$ cat src/rtl/coefficient_decoder_pkg.sv
// Shared constants and FSM encoding for the entropy-to-coefficient stage.
package coefficient_decoder_pkg;

    localparam int         COEF_W_DEF = 8;
    localparam int         BLOCK_SIZE = 64;
    localparam logic [7:0] SYM_EOB    = 8'h00;
    localparam logic [7:0] SYM_ZRL    = 8'hF0;

    typedef enum logic [1:0] {
        ST_IDLE,
        ST_AMP,
        ST_EMIT
    } state_t;

endpackage

$ cat src/rtl/coefficient_decoder_if.sv
// Symbol/bit handshakes and the coefficient beat towards the table stage.
interface coefficient_decoder_if #(
    parameter int COEF_W = coefficient_decoder_pkg::COEF_W_DEF
);
    logic [7:0]              sym;
    logic                    sym_valid;
    logic                    sym_ready;
    logic                    bit_in;
    logic                    bit_valid;
    logic                    bit_ready;
    logic [3:0]              r_value;
    logic signed [COEF_W-1:0] coefficient;
    logic                    is_new_coefficient;
    logic                    is_dc;
    logic                    block_done;
    logic                    err;

    modport master (
        output sym, sym_valid, bit_in, bit_valid,
        input  sym_ready, bit_ready, r_value, coefficient,
               is_new_coefficient, is_dc, block_done, err
    );

    modport slave (
        input  sym, sym_valid, bit_in, bit_valid,
        output sym_ready, bit_ready, r_value, coefficient,
               is_new_coefficient, is_dc, block_done, err
    );
endinterface

$ cat src/rtl/coefficient_decoder_amplitude_extend.sv
// Combinational JPEG amplitude extension; categories past COEF_W-1 saturate by sign.
module amplitude_extend #(
    parameter int COEF_W = coefficient_decoder_pkg::COEF_W_DEF
) (
    input  logic [COEF_W-2:0]        bits_i,
    input  logic [3:0]               cat_i,
    input  logic                     msb_i,
    output logic signed [COEF_W-1:0] coef_o,
    output logic                     ovf_o
);
    localparam int MAX_CAT = COEF_W - 1;

    logic [COEF_W-1:0] mask;
    logic [COEF_W-1:0] val;

    always_comb begin
        mask  = (COEF_W'(1) << cat_i) - COEF_W'(1);
        val   = {1'b0, bits_i} & mask;
        ovf_o = int'(cat_i) > MAX_CAT;
        if (cat_i == '0)
            coef_o = '0;
        else if (ovf_o)
            coef_o = msb_i ? {1'b0, {(COEF_W-1){1'b1}}} : {1'b1, {(COEF_W-1){1'b0}}};
        else if (msb_i)
            coef_o = val;
        else
            coef_o = val - mask;  // leading 0 marks a negative amplitude
    end
endmodule

$ cat src/rtl/coefficient_decoder.sv
// Turns RRRRSSSS symbols plus serial amplitude bits into (run, coefficient) beats,
// tracking block position in step with the downstream table stage.
module coefficient_decoder
    import coefficient_decoder_pkg::*;
#(
    parameter int COEF_W = COEF_W_DEF
) (
    input  logic                  clk,
    input  logic                  rst,
    coefficient_decoder_if.slave  dec_if
);
    localparam int MAX_CAT = COEF_W - 1;

    state_t                   state_q, state_d;
    logic [3:0]               run_q, run_d, cat_q, cat_d, cnt_q, cnt_d;
    logic                     dc_q, dc_d, msb_q, msb_d;
    logic [MAX_CAT-2:0]       sh_q, sh_d;
    logic [6:0]               pos_q, pos_d;
    logic [3:0]               rv_q, rv_d;
    logic signed [COEF_W-1:0] coef_q, coef_d;
    logic                     stb_q, stb_d, isdc_q, isdc_d, done_q, done_d, err_q, err_d;

    // S==0 symbols finish straight from the port (IDLE->EMIT); others from latched state.
    logic                     in_idle, cur_dc, amp_msb, amp_ovf, go;
    logic [3:0]               cur_run, cur_cat;
    logic [MAX_CAT-1:0]       amp_bits;
    logic signed [COEF_W-1:0] amp_coef;

    assign in_idle  = state_q == ST_IDLE;
    assign cur_run  = in_idle ? dec_if.sym[7:4] : run_q;
    assign cur_cat  = in_idle ? dec_if.sym[3:0] : cat_q;
    assign cur_dc   = in_idle ? (pos_q == '0) : dc_q;
    assign amp_bits = {sh_q, dec_if.bit_in};
    assign amp_msb  = (cnt_q == '0) ? dec_if.bit_in : msb_q;

    amplitude_extend #(.COEF_W(COEF_W)) u_amp (
        .bits_i (amp_bits),
        .cat_i  (cur_cat),
        .msb_i  (amp_msb),
        .coef_o (amp_coef),
        .ovf_o  (amp_ovf)
    );

    logic [3:0]               e_run;
    logic signed [COEF_W-1:0] e_coef;
    logic                     e_done, e_err;
    logic [6:0]               pos_sum, pos_nxt;

    always_comb begin
        e_run   = '0;
        e_coef  = amp_coef;
        e_done  = 1'b0;
        e_err   = amp_ovf;
        pos_sum = pos_q + {3'b000, cur_run};
        pos_nxt = pos_sum + 7'd1;
        if (cur_dc) begin
            pos_nxt = 7'd1;
        end else if ({cur_run, cur_cat} == SYM_EOB) begin
            pos_nxt = '0;
            e_done  = 1'b1;
        end else begin
            if (cur_cat == '0 && {cur_run, cur_cat} != SYM_ZRL)
                e_err = 1'b1;
            // A run past the last index is clamped so the table stage still closes the block.
            if (pos_sum > 7'(BLOCK_SIZE - 1)) begin
                e_err   = 1'b1;
                e_run   = 4'(7'(BLOCK_SIZE - 1) - pos_q);
                pos_nxt = '0;
                e_done  = 1'b1;
            end else begin
                e_run = cur_run;
                if (pos_nxt == 7'(BLOCK_SIZE)) begin
                    pos_nxt = '0;
                    e_done  = 1'b1;
                end
            end
        end
    end

    always_comb begin
        state_d = state_q;
        run_d   = run_q;
        cat_d   = cat_q;
        dc_d    = dc_q;
        cnt_d   = cnt_q;
        sh_d    = sh_q;
        msb_d   = msb_q;
        pos_d   = pos_q;
        rv_d    = '0;
        coef_d  = '0;
        stb_d   = 1'b0;
        isdc_d  = 1'b0;
        done_d  = 1'b0;
        err_d   = 1'b0;
        go      = 1'b0;
        unique case (state_q)
            ST_IDLE: if (dec_if.sym_valid) begin
                run_d = dec_if.sym[7:4];
                cat_d = dec_if.sym[3:0];
                dc_d  = cur_dc;
                cnt_d = '0;
                if (dec_if.sym[3:0] == '0) go = 1'b1;
                else                       state_d = ST_AMP;
            end
            ST_AMP: if (dec_if.bit_valid) begin
                sh_d  = {sh_q[MAX_CAT-3:0], dec_if.bit_in};
                cnt_d = cnt_q + 4'd1;
                msb_d = amp_msb;
                if (cnt_q + 4'd1 == cat_q) go = 1'b1;
            end
            default: state_d = ST_IDLE;
        endcase
        if (go) begin
            state_d = ST_EMIT;
            rv_d    = e_run;
            coef_d  = e_coef;
            stb_d   = 1'b1;
            isdc_d  = cur_dc;
            done_d  = e_done;
            err_d   = e_err;
            pos_d   = pos_nxt;
        end
    end

    always_ff @(posedge clk) begin
        if (rst) begin
            state_q <= ST_IDLE;
            run_q   <= '0;
            cat_q   <= '0;
            dc_q    <= 1'b0;
            cnt_q   <= '0;
            sh_q    <= '0;
            msb_q   <= 1'b0;
            pos_q   <= '0;
            rv_q    <= '0;
            coef_q  <= '0;
            stb_q   <= 1'b0;
            isdc_q  <= 1'b0;
            done_q  <= 1'b0;
            err_q   <= 1'b0;
        end else begin
            state_q <= state_d;
            run_q   <= run_d;
            cat_q   <= cat_d;
            dc_q    <= dc_d;
            cnt_q   <= cnt_d;
            sh_q    <= sh_d;
            msb_q   <= msb_d;
            pos_q   <= pos_d;
            rv_q    <= rv_d;
            coef_q  <= coef_d;
            stb_q   <= stb_d;
            isdc_q  <= isdc_d;
            done_q  <= done_d;
            err_q   <= err_d;
        end
    end

    assign dec_if.sym_ready          = in_idle && !rst;
    assign dec_if.bit_ready          = (state_q == ST_AMP) && !rst;
    assign dec_if.r_value            = rv_q;
    assign dec_if.coefficient        = coef_q;
    assign dec_if.is_new_coefficient = stb_q;
    assign dec_if.is_dc              = isdc_q;
    assign dec_if.block_done         = done_q;
    assign dec_if.err                = err_q;
endmodule

$ cat src/flat_wrapper.sv
// flat-port wrapper written by rule: the top's interface ports become plain ports
module coefficient_decoder_flat import coefficient_decoder_pkg::*;
#(
    parameter int COEF_W = COEF_W_DEF
)
  (clk, rst, dec_if_sym, dec_if_sym_valid, dec_if_bit_in, dec_if_bit_valid, dec_if_sym_ready, dec_if_bit_ready, dec_if_r_value, dec_if_coefficient, dec_if_is_new_coefficient, dec_if_is_dc, dec_if_block_done, dec_if_err);
  coefficient_decoder_if #(.COEF_W(COEF_W)) dec_if_i ();
  input  logic clk;
  input  logic rst;
  input wire logic [$bits(dec_if_i.sym)-1:0] dec_if_sym;
  input wire logic [$bits(dec_if_i.sym_valid)-1:0] dec_if_sym_valid;
  input wire logic [$bits(dec_if_i.bit_in)-1:0] dec_if_bit_in;
  input wire logic [$bits(dec_if_i.bit_valid)-1:0] dec_if_bit_valid;
  output wire logic [$bits(dec_if_i.sym_ready)-1:0] dec_if_sym_ready;
  output wire logic [$bits(dec_if_i.bit_ready)-1:0] dec_if_bit_ready;
  output wire logic [$bits(dec_if_i.r_value)-1:0] dec_if_r_value;
  output wire logic [$bits(dec_if_i.coefficient)-1:0] dec_if_coefficient;
  output wire logic [$bits(dec_if_i.is_new_coefficient)-1:0] dec_if_is_new_coefficient;
  output wire logic [$bits(dec_if_i.is_dc)-1:0] dec_if_is_dc;
  output wire logic [$bits(dec_if_i.block_done)-1:0] dec_if_block_done;
  output wire logic [$bits(dec_if_i.err)-1:0] dec_if_err;
  assign dec_if_i.sym = dec_if_sym;
  assign dec_if_i.sym_valid = dec_if_sym_valid;
  assign dec_if_i.bit_in = dec_if_bit_in;
  assign dec_if_i.bit_valid = dec_if_bit_valid;
  assign dec_if_sym_ready = dec_if_i.sym_ready;
  assign dec_if_bit_ready = dec_if_i.bit_ready;
  assign dec_if_r_value = dec_if_i.r_value;
  assign dec_if_coefficient = dec_if_i.coefficient;
  assign dec_if_is_new_coefficient = dec_if_i.is_new_coefficient;
  assign dec_if_is_dc = dec_if_i.is_dc;
  assign dec_if_block_done = dec_if_i.block_done;
  assign dec_if_err = dec_if_i.err;
  coefficient_decoder #(.COEF_W(COEF_W)) u_core (.clk(clk), .rst(rst), .dec_if(dec_if_i));
endmodule
$ cat config.mk
export PLATFORM = sky130hd
export DESIGN_NAME = coefficient_decoder_flat
export DESIGN_NICKNAME = d
export VERILOG_FILES = /design/src/rtl/coefficient_decoder_pkg.sv /design/src/rtl/coefficient_decoder_if.sv /design/src/rtl/coefficient_decoder_amplitude_extend.sv /design/src/rtl/coefficient_decoder.sv /design/src/flat_wrapper.sv
export SDC_FILE = /design/constraint.sdc
export NUM_CORES = 1
export LEC_CHECK = 0
export BUFFER_PORTS_ARGS = -buffer_cell sky130_fd_sc_hd__buf_2
export CAP_MARGIN = 15
export CORE_UTILIZATION = 60
export CTS_CLUSTER_DIAMETER = 150
export DETAILED_ROUTE_END_ITERATION = 8
export GPL_ROUTABILITY_DRIVEN = 0
export MAX_ROUTING_LAYER = met4
export PLACE_DENSITY_LB_ADDON = 0.15
export SLEW_MARGIN = 20
export SYNTH_ARGS = -nofsm -noshare
export SYNTH_HDL_FRONTEND = slang
export SYNTH_SLANG_ARGS = --single-unit
$ cat constraint.sdc
create_clock -name clk -period 8.88 [get_ports clk]
set_input_delay 0.444 -clock clk [delete_from_list [all_inputs] [get_ports clk]]
set_output_delay 0.444 -clock clk [all_outputs]
set_load 0.03 [all_outputs]
Yosys cells after proc, flatten, opt, wreduce, memory -nomap -nowiden --
Index checks and enable logic that the tools add are counted.
Storage, ports and cells: register bits after elaboration 45, input bits 13, logic and storage cells 90
Cells by class: $add $sub $neg 6, magnitude comparators 2, equal/unequal tests 10, shift operators 1, mux-type cells 32, bitwise logic cells 3, reductions and logical operators 21
Operator list (count):
- $mux W7 | 4
- $mux W8 | 3
- $mux W4 | 5
- $mux W1 | 14
- $logic_not A4 Y1 | 3
- $reduce_and A3 Y1 | 3
- $and A7 B8 Y8 | 1
- $logic_not A8 Y1 | 1
- $ne A8 B8 Y1 const B | 1
- $pmux W4 S2 | 1
- $shl A1 B4 Y8 const A | 1
- $sub A8 B2 Y8 const B | 1
- $sub A8 B8 Y8 | 1
- $add A7 B1 Y7 const B | 1
- $add A7 B4 Y7 | 1
- $eq A7 B7 Y1 const B | 1
- $gt A7 B6 Y1 const B | 1
- $logic_not A7 Y1 | 1
- $mux W2 | 3
- $ne A2 B2 Y1 const B | 3
- $ne A3 B3 Y1 const B | 2
- $reduce_or A3 Y1 | 2
- $add A4 B1 Y4 const B | 1
- $eq A4 B4 Y1 | 1
- 14 further kinds | 19

Longest topological paths before layout --
depth in word-level cells 9, mapped depth 14

Cells and area by module --
From an unflattened synthesis, not the netlist that was laid out.
Second synthesis, totals: cells, all modules 345, area, all modules 2812.7 um2
By module, submodules not included:
- coefficient_decoder | times used 1, cells an instance 261, area an instance 2260.9 um2, sequential area each 900.9 um2
- amplitude_extend | times used 1, cells an instance 84, area an instance 551.8 um2, sequential area each 0.0 um2

Worst setup path after synthesis --
Ideal clock, no wire load.
path kind flip-flop to flip-flop, start point register u_core.state_q[1], end point register u_core.pos_q[4], setup time 0.114 ns, data arrival time 3.072 ns, required time 8.766 ns, slack 5.694 ns, stages on the path, launching flop included 14, buffers on the path 2, period minus slack after synthesis 3.186 ns, cell sequence dfxtp_1 nor2_2 buf_2 buf_1 nand2_1 nand2_1 ha_1 a21o_1 a31oi_1 and4bb_2 o311ai_2 o2111ai_2 o21bai_1 a21o_1
Between the ends: word-level cells in the longest chain between the ends 9, elaborated cells between the ends (all ways) 15
Ends and longest elaborated chain:
- start: declaration | line coefficient_decoder.sv:14 | state_t state_q, state_d;
- start signal: assignment | line coefficient_decoder.sv:142 | state_q <= state_d;
- $logic_not A2 Y1 | line coefficient_decoder.sv:29, coefficient_decoder.sv:96
- $mux W4 | line coefficient_decoder.sv:30 | assign cur_run = in_idle ? dec_if.sym[7:4] : run_q;
- $add A7 B4 Y7 | line coefficient_decoder.sv:54 | pos_sum = pos_q + {3'b000, cur_run};
- $add A7 B1 Y7 | line coefficient_decoder.sv:55 | pos_nxt = pos_sum + 7'd1;
- $eq A7 B7 Y1 | line coefficient_decoder.sv:72 | if (pos_nxt == 7'(BLOCK_SIZE)) begin
- $mux W7 | line coefficient_decoder.sv:72
- $mux W7 | line coefficient_decoder.sv:65 | if (pos_sum > 7'(BLOCK_SIZE - 1)) begin
- $mux W7 | line coefficient_decoder.sv:58 | end else if ({cur_run, cur_cat} == SYM_EOB) begin
- $mux W7 | line coefficient_decoder.sv:56 | if (cur_dc) begin
- end signal: assignment | line coefficient_decoder.sv:149 | pos_q <= pos_d;
- end: declaration | line coefficient_decoder.sv:18 | logic [6:0] pos_q, pos_d;
Parallel ways exist; a longest one is shown, timed or not. A chain may end at the register's enable or synchronous reset.

Worst setup path after layout --
start point register u_core.state_q[1], end point register u_core.rv_q[2] (netlist: u_core.dec_if.r_value[2])
Between the ends: word-level cells in the longest chain between the ends 5, elaborated cells between the ends (all ways) 12
Ends and longest elaborated chain:
- $logic_not A2 Y1 | line coefficient_decoder.sv:29, coefficient_decoder.sv:96
- $mux W4 | line coefficient_decoder.sv:30
- $add A7 B4 Y7 | line coefficient_decoder.sv:54
- $gt A7 B6 Y1 | line coefficient_decoder.sv:65
- $mux W4 | line coefficient_decoder.sv:65
- end signal: assignment | line coefficient_decoder.sv:150 | rv_q <= rv_d;
- end: declaration | line coefficient_decoder.sv:19 | logic [3:0] rv_q, rv_d;
Parallel ways exist; a longest one is shown, timed or not.

==> flow_metrics.tcl <==
set metrics [dict create \
    status "completed" \
    critPathKind "reg -> reg" \
    multi_input_area_um2 1812 \
    finalCriticalPeriod_ps 3780 \
    relSlewSlack_pct 34.37 \
    finalSetupViolCount 0 \
    reg2reg_from "u_core.state_q[1]" \
    critical_path.startpoint_type "flop" \
    final-hold-violation-count 0 \
    dp_hpwl_um 4787 \
    cts.reportedPaths.clkPinSlew_ps 90 \
    nNetsFinal 394 \
    antenna_cells 0 \
    synth-seq-area-share_pct 31.62 \
    worstMarginPinSlew_ps 983.4 \
    cellPowerDensity_nw_per_um2 148.0 \
    drc 0 \
    netlist_area_um2 2849 \
    grt_use_total_pct 29.31 \
    core_um2 4444 \
    postSynthAreaPerCell_um2 8.094 \
    post_cts_buffers 0 \
    grt_pass1_vias 2456 \
    cts_tree "done" \
    min_to "u_core.run_q[0]" \
    initial_core_util_pct 64.10 \
    clock_tree.root_cell "clkbuf_8" \
    cts_sinks 45 \
    r2r_cells 11 \
    nFillCells 375 \
    dieArea_um2 5028 \
    yosysTopAreaCell "dfxtp_1" \
    r2r_end "u_core.dec_if.r_value[2]" \
    power.static_leakage_nw 1.342 \
    drive_gt1_share_pct 18.82 \
    cts_buffers 5 \
    wirelength_um 6618 \
    first_iter_violations 291 \
    rsz0062_at_grt "false" \
    finalCritPeriodShare_pct 42.57 \
    synth_cells 352 \
    seq_area_um2 900.9 \
    drt-pass1-iter-count 6 \
    clock.fmax_ghz 0.2645 \
    slowest_delay_ps 820 \
    fin_worst_skew_ps 8.247 \
    wl_per_cell_um 15.61 \
    vias 2652 \
    crit_fanout 24 \
    rrSetupSlack_ps 5100 \
    hold_path.class "in -> reg" \
    tns_ps 0 \
    synth.area.top_cells "dfxtp_1, nand2_1, a21oi_1, nor2_1, ha_1" \
    yosys-top-cells-count "dfxtp_1, nand2_1, nor2_1" \
    ios 31 \
    grt_pass1_wl_um 11470 \
    grt.met2_usage_pct 42.41 \
    yosysTopAreaCellShare_pct 31.62 \
    hold-path-cell-count 3 \
    syn2layout_area_growth_pct 7.246 \
    required_ps 9110 \
    cts_buffer_depth 2 \
    setup_ws_ps 5100 \
    synth_ff_type "dfxtp_1" \
    slew_viol_final 0 \
    rows 24 \
    cap_violations 0 \
    crit_chain "nor2_2 -> mux2i_1 -> inv_1 -> ha_1 -> a21o_1 -> a31oi_1 -> and4bb_2 -> o311ai_2 -> o21ai_2 -> nor2_1 -> a211oi_1" \
    htreeDepth 2 \
    grt_max_degree 25 \
    final_area_um2 3055 \
    grt_busiest_layer "met2" \
    place_area_um2 2969 \
    worst_setup_path_end_kind "flop" \
    synth_most_common_cell "dfxtp_1" \
    ys_types 71 \
    peakVddDrop_mv 0.08154 \
    synth_seq_cells 45 \
    cts_repair_resize_count 0 \
    clk_latency_ps 310 \
    hold_buffers 0 \
    yosys_warnings 0 \
    die_height_um 70.91 \
    hold_start "dec_if_sym[4]" \
    cp.arrival_ps 4010 \
    chipWidth_um 70.91 \
    use_met3_pct 4.416 \
    synth_nets 375 \
    async_flop_share_pct 0 \
    ant_nets 0 \
    crit_slowest_cell "nor2_2" \
    synth-edff-count 0 \
    port_buffers 30 \
    viasPerCell 6.255 \
    post-place-ws_ps 5188 \
    grt-ovfl-total 0 \
    utilization_pct 68.75 \
    grt_antenna_before_repair 0 \
    met1_usage_pct 41.62 \
]
## stage by stage
stage | hold slack [ps] | power, mW | std cells
4_1_cts | 390.5 | 0.4524 | 424
3_5_place_dp | 449.6 | 0.3267 | 416
2_1_floorplan | 435.7 | 0.3051 | 352
6_report | 397.4 | 0.4521 | 424
5_1_grt | 409.9 | 0.4760 | 424
3_3_place_gp | 442.1 | 0.3243 | 416
## placed cells by master (no fill, tap or decap), types with 4 or more instances in the layout
cell | netlist | layout
nor3_1 | 9 | 9
nor2_1 | 41 | 41
buf_2 | 7 | 30
a31oi_1 | 8 | 8
o21ai_0 | 13 | 13
xor2_1 | 5 | 5
nor3b_1 | 8 | 8
clkbuf_8 | 0 | 5
ha_1 | 9 | 9
inv_1 | 9 | 9
dfxtp_1 | 45 | 45
a211oi_1 | 5 | 5
xnor2_1 | 5 | 5
nand3_1 | 8 | 8
a21oi_1 | 31 | 31
and3_1 | 4 | 4
nand2_1 | 42 | 42
a21o_1 | 6 | 6
or2_2 | 4 | 4
mux2i_1 | 11 | 11
## worst max-delay path: cells and delay by family (launching register included)
family	cells	cell delay (ps)
DFF	1	450
buffers and inverters	1	110
adders and majority gates	1	210
and+or+nand+nor	3	1240
AOI/OAI and AO/OA	5	1380
muxes	1	290
## how the worst max path moves through the flow
stage / startpoint / endpoint
5_1_grt: u_core.state_q[1] / u_core.dec_if.r_value[0]
3_5_place_dp: u_core.state_q[1] / u_core.dec_if.r_value[2]
6_report: u_core.state_q[1] / u_core.dec_if.r_value[2]
2_1_floorplan: u_core.state_q[1] / u_core.pos_q[4]
4_1_cts: u_core.state_q[1] / u_core.dec_if.r_value[2]
3_3_place_gp: u_core.state_q[1] / u_core.dec_if.err
## power breakdown
part	leakage, nW	switching [mW]	internal (mW)
registers	0.365	0.00810	0.207
clock network	0.0439	0.0730	0.0544
logic	0.933	0.0678	0.0417
## registers in the layout, summed over array words and instances (netlist names)
register and count:
u_core.dec_if.is_dc 1, u_core.dec_if.block_done 1, u_core.pos_q 7, u_core.run_q 4, u_core.sh_q 6, u_core.dec_if.r_value 4
u_core.dec_if.coefficient 8, u_core.dc_q 1, u_core.msb_q 1, u_core.cnt_q 4, u_core.dec_if.is_new_coefficient 1, u_core.state_q 2
u_core.cat_q 4, u_core.dec_if.err 1
## kinds of logic after synthesis
group           share of synthesized area [%]
simple gates                            28.15
compound gates                          22.27
flops                                   31.62
buf+inv                                 4.787
mux                                     4.655
xor+xnor                                3.865
fa+ha+maj                               4.655
## cell type report
cell class	count	share of cell area (%)
Multi-Input combinational cell	278	59.30
Sequential cell	45	29.48
Timing Repair Buffer	30	4.914
Clock buffer	5	2.252
Tap cell	52	2.129
Inverter	11	1.351
Clock inverter	3	0.5733
## per-layer routing
| layer | vias to the layer above | wire, um |
|---|---|---|
| met2 | 80 | 2907 |
| li1 | 1310 | - |
| met5 | - | 0 |
| met1 | 1253 | 3237 |
| met3 | 9 | 395 |
| met4 | 0 | 78 |
Note: power is estimated with default switching activity, not from simulation.
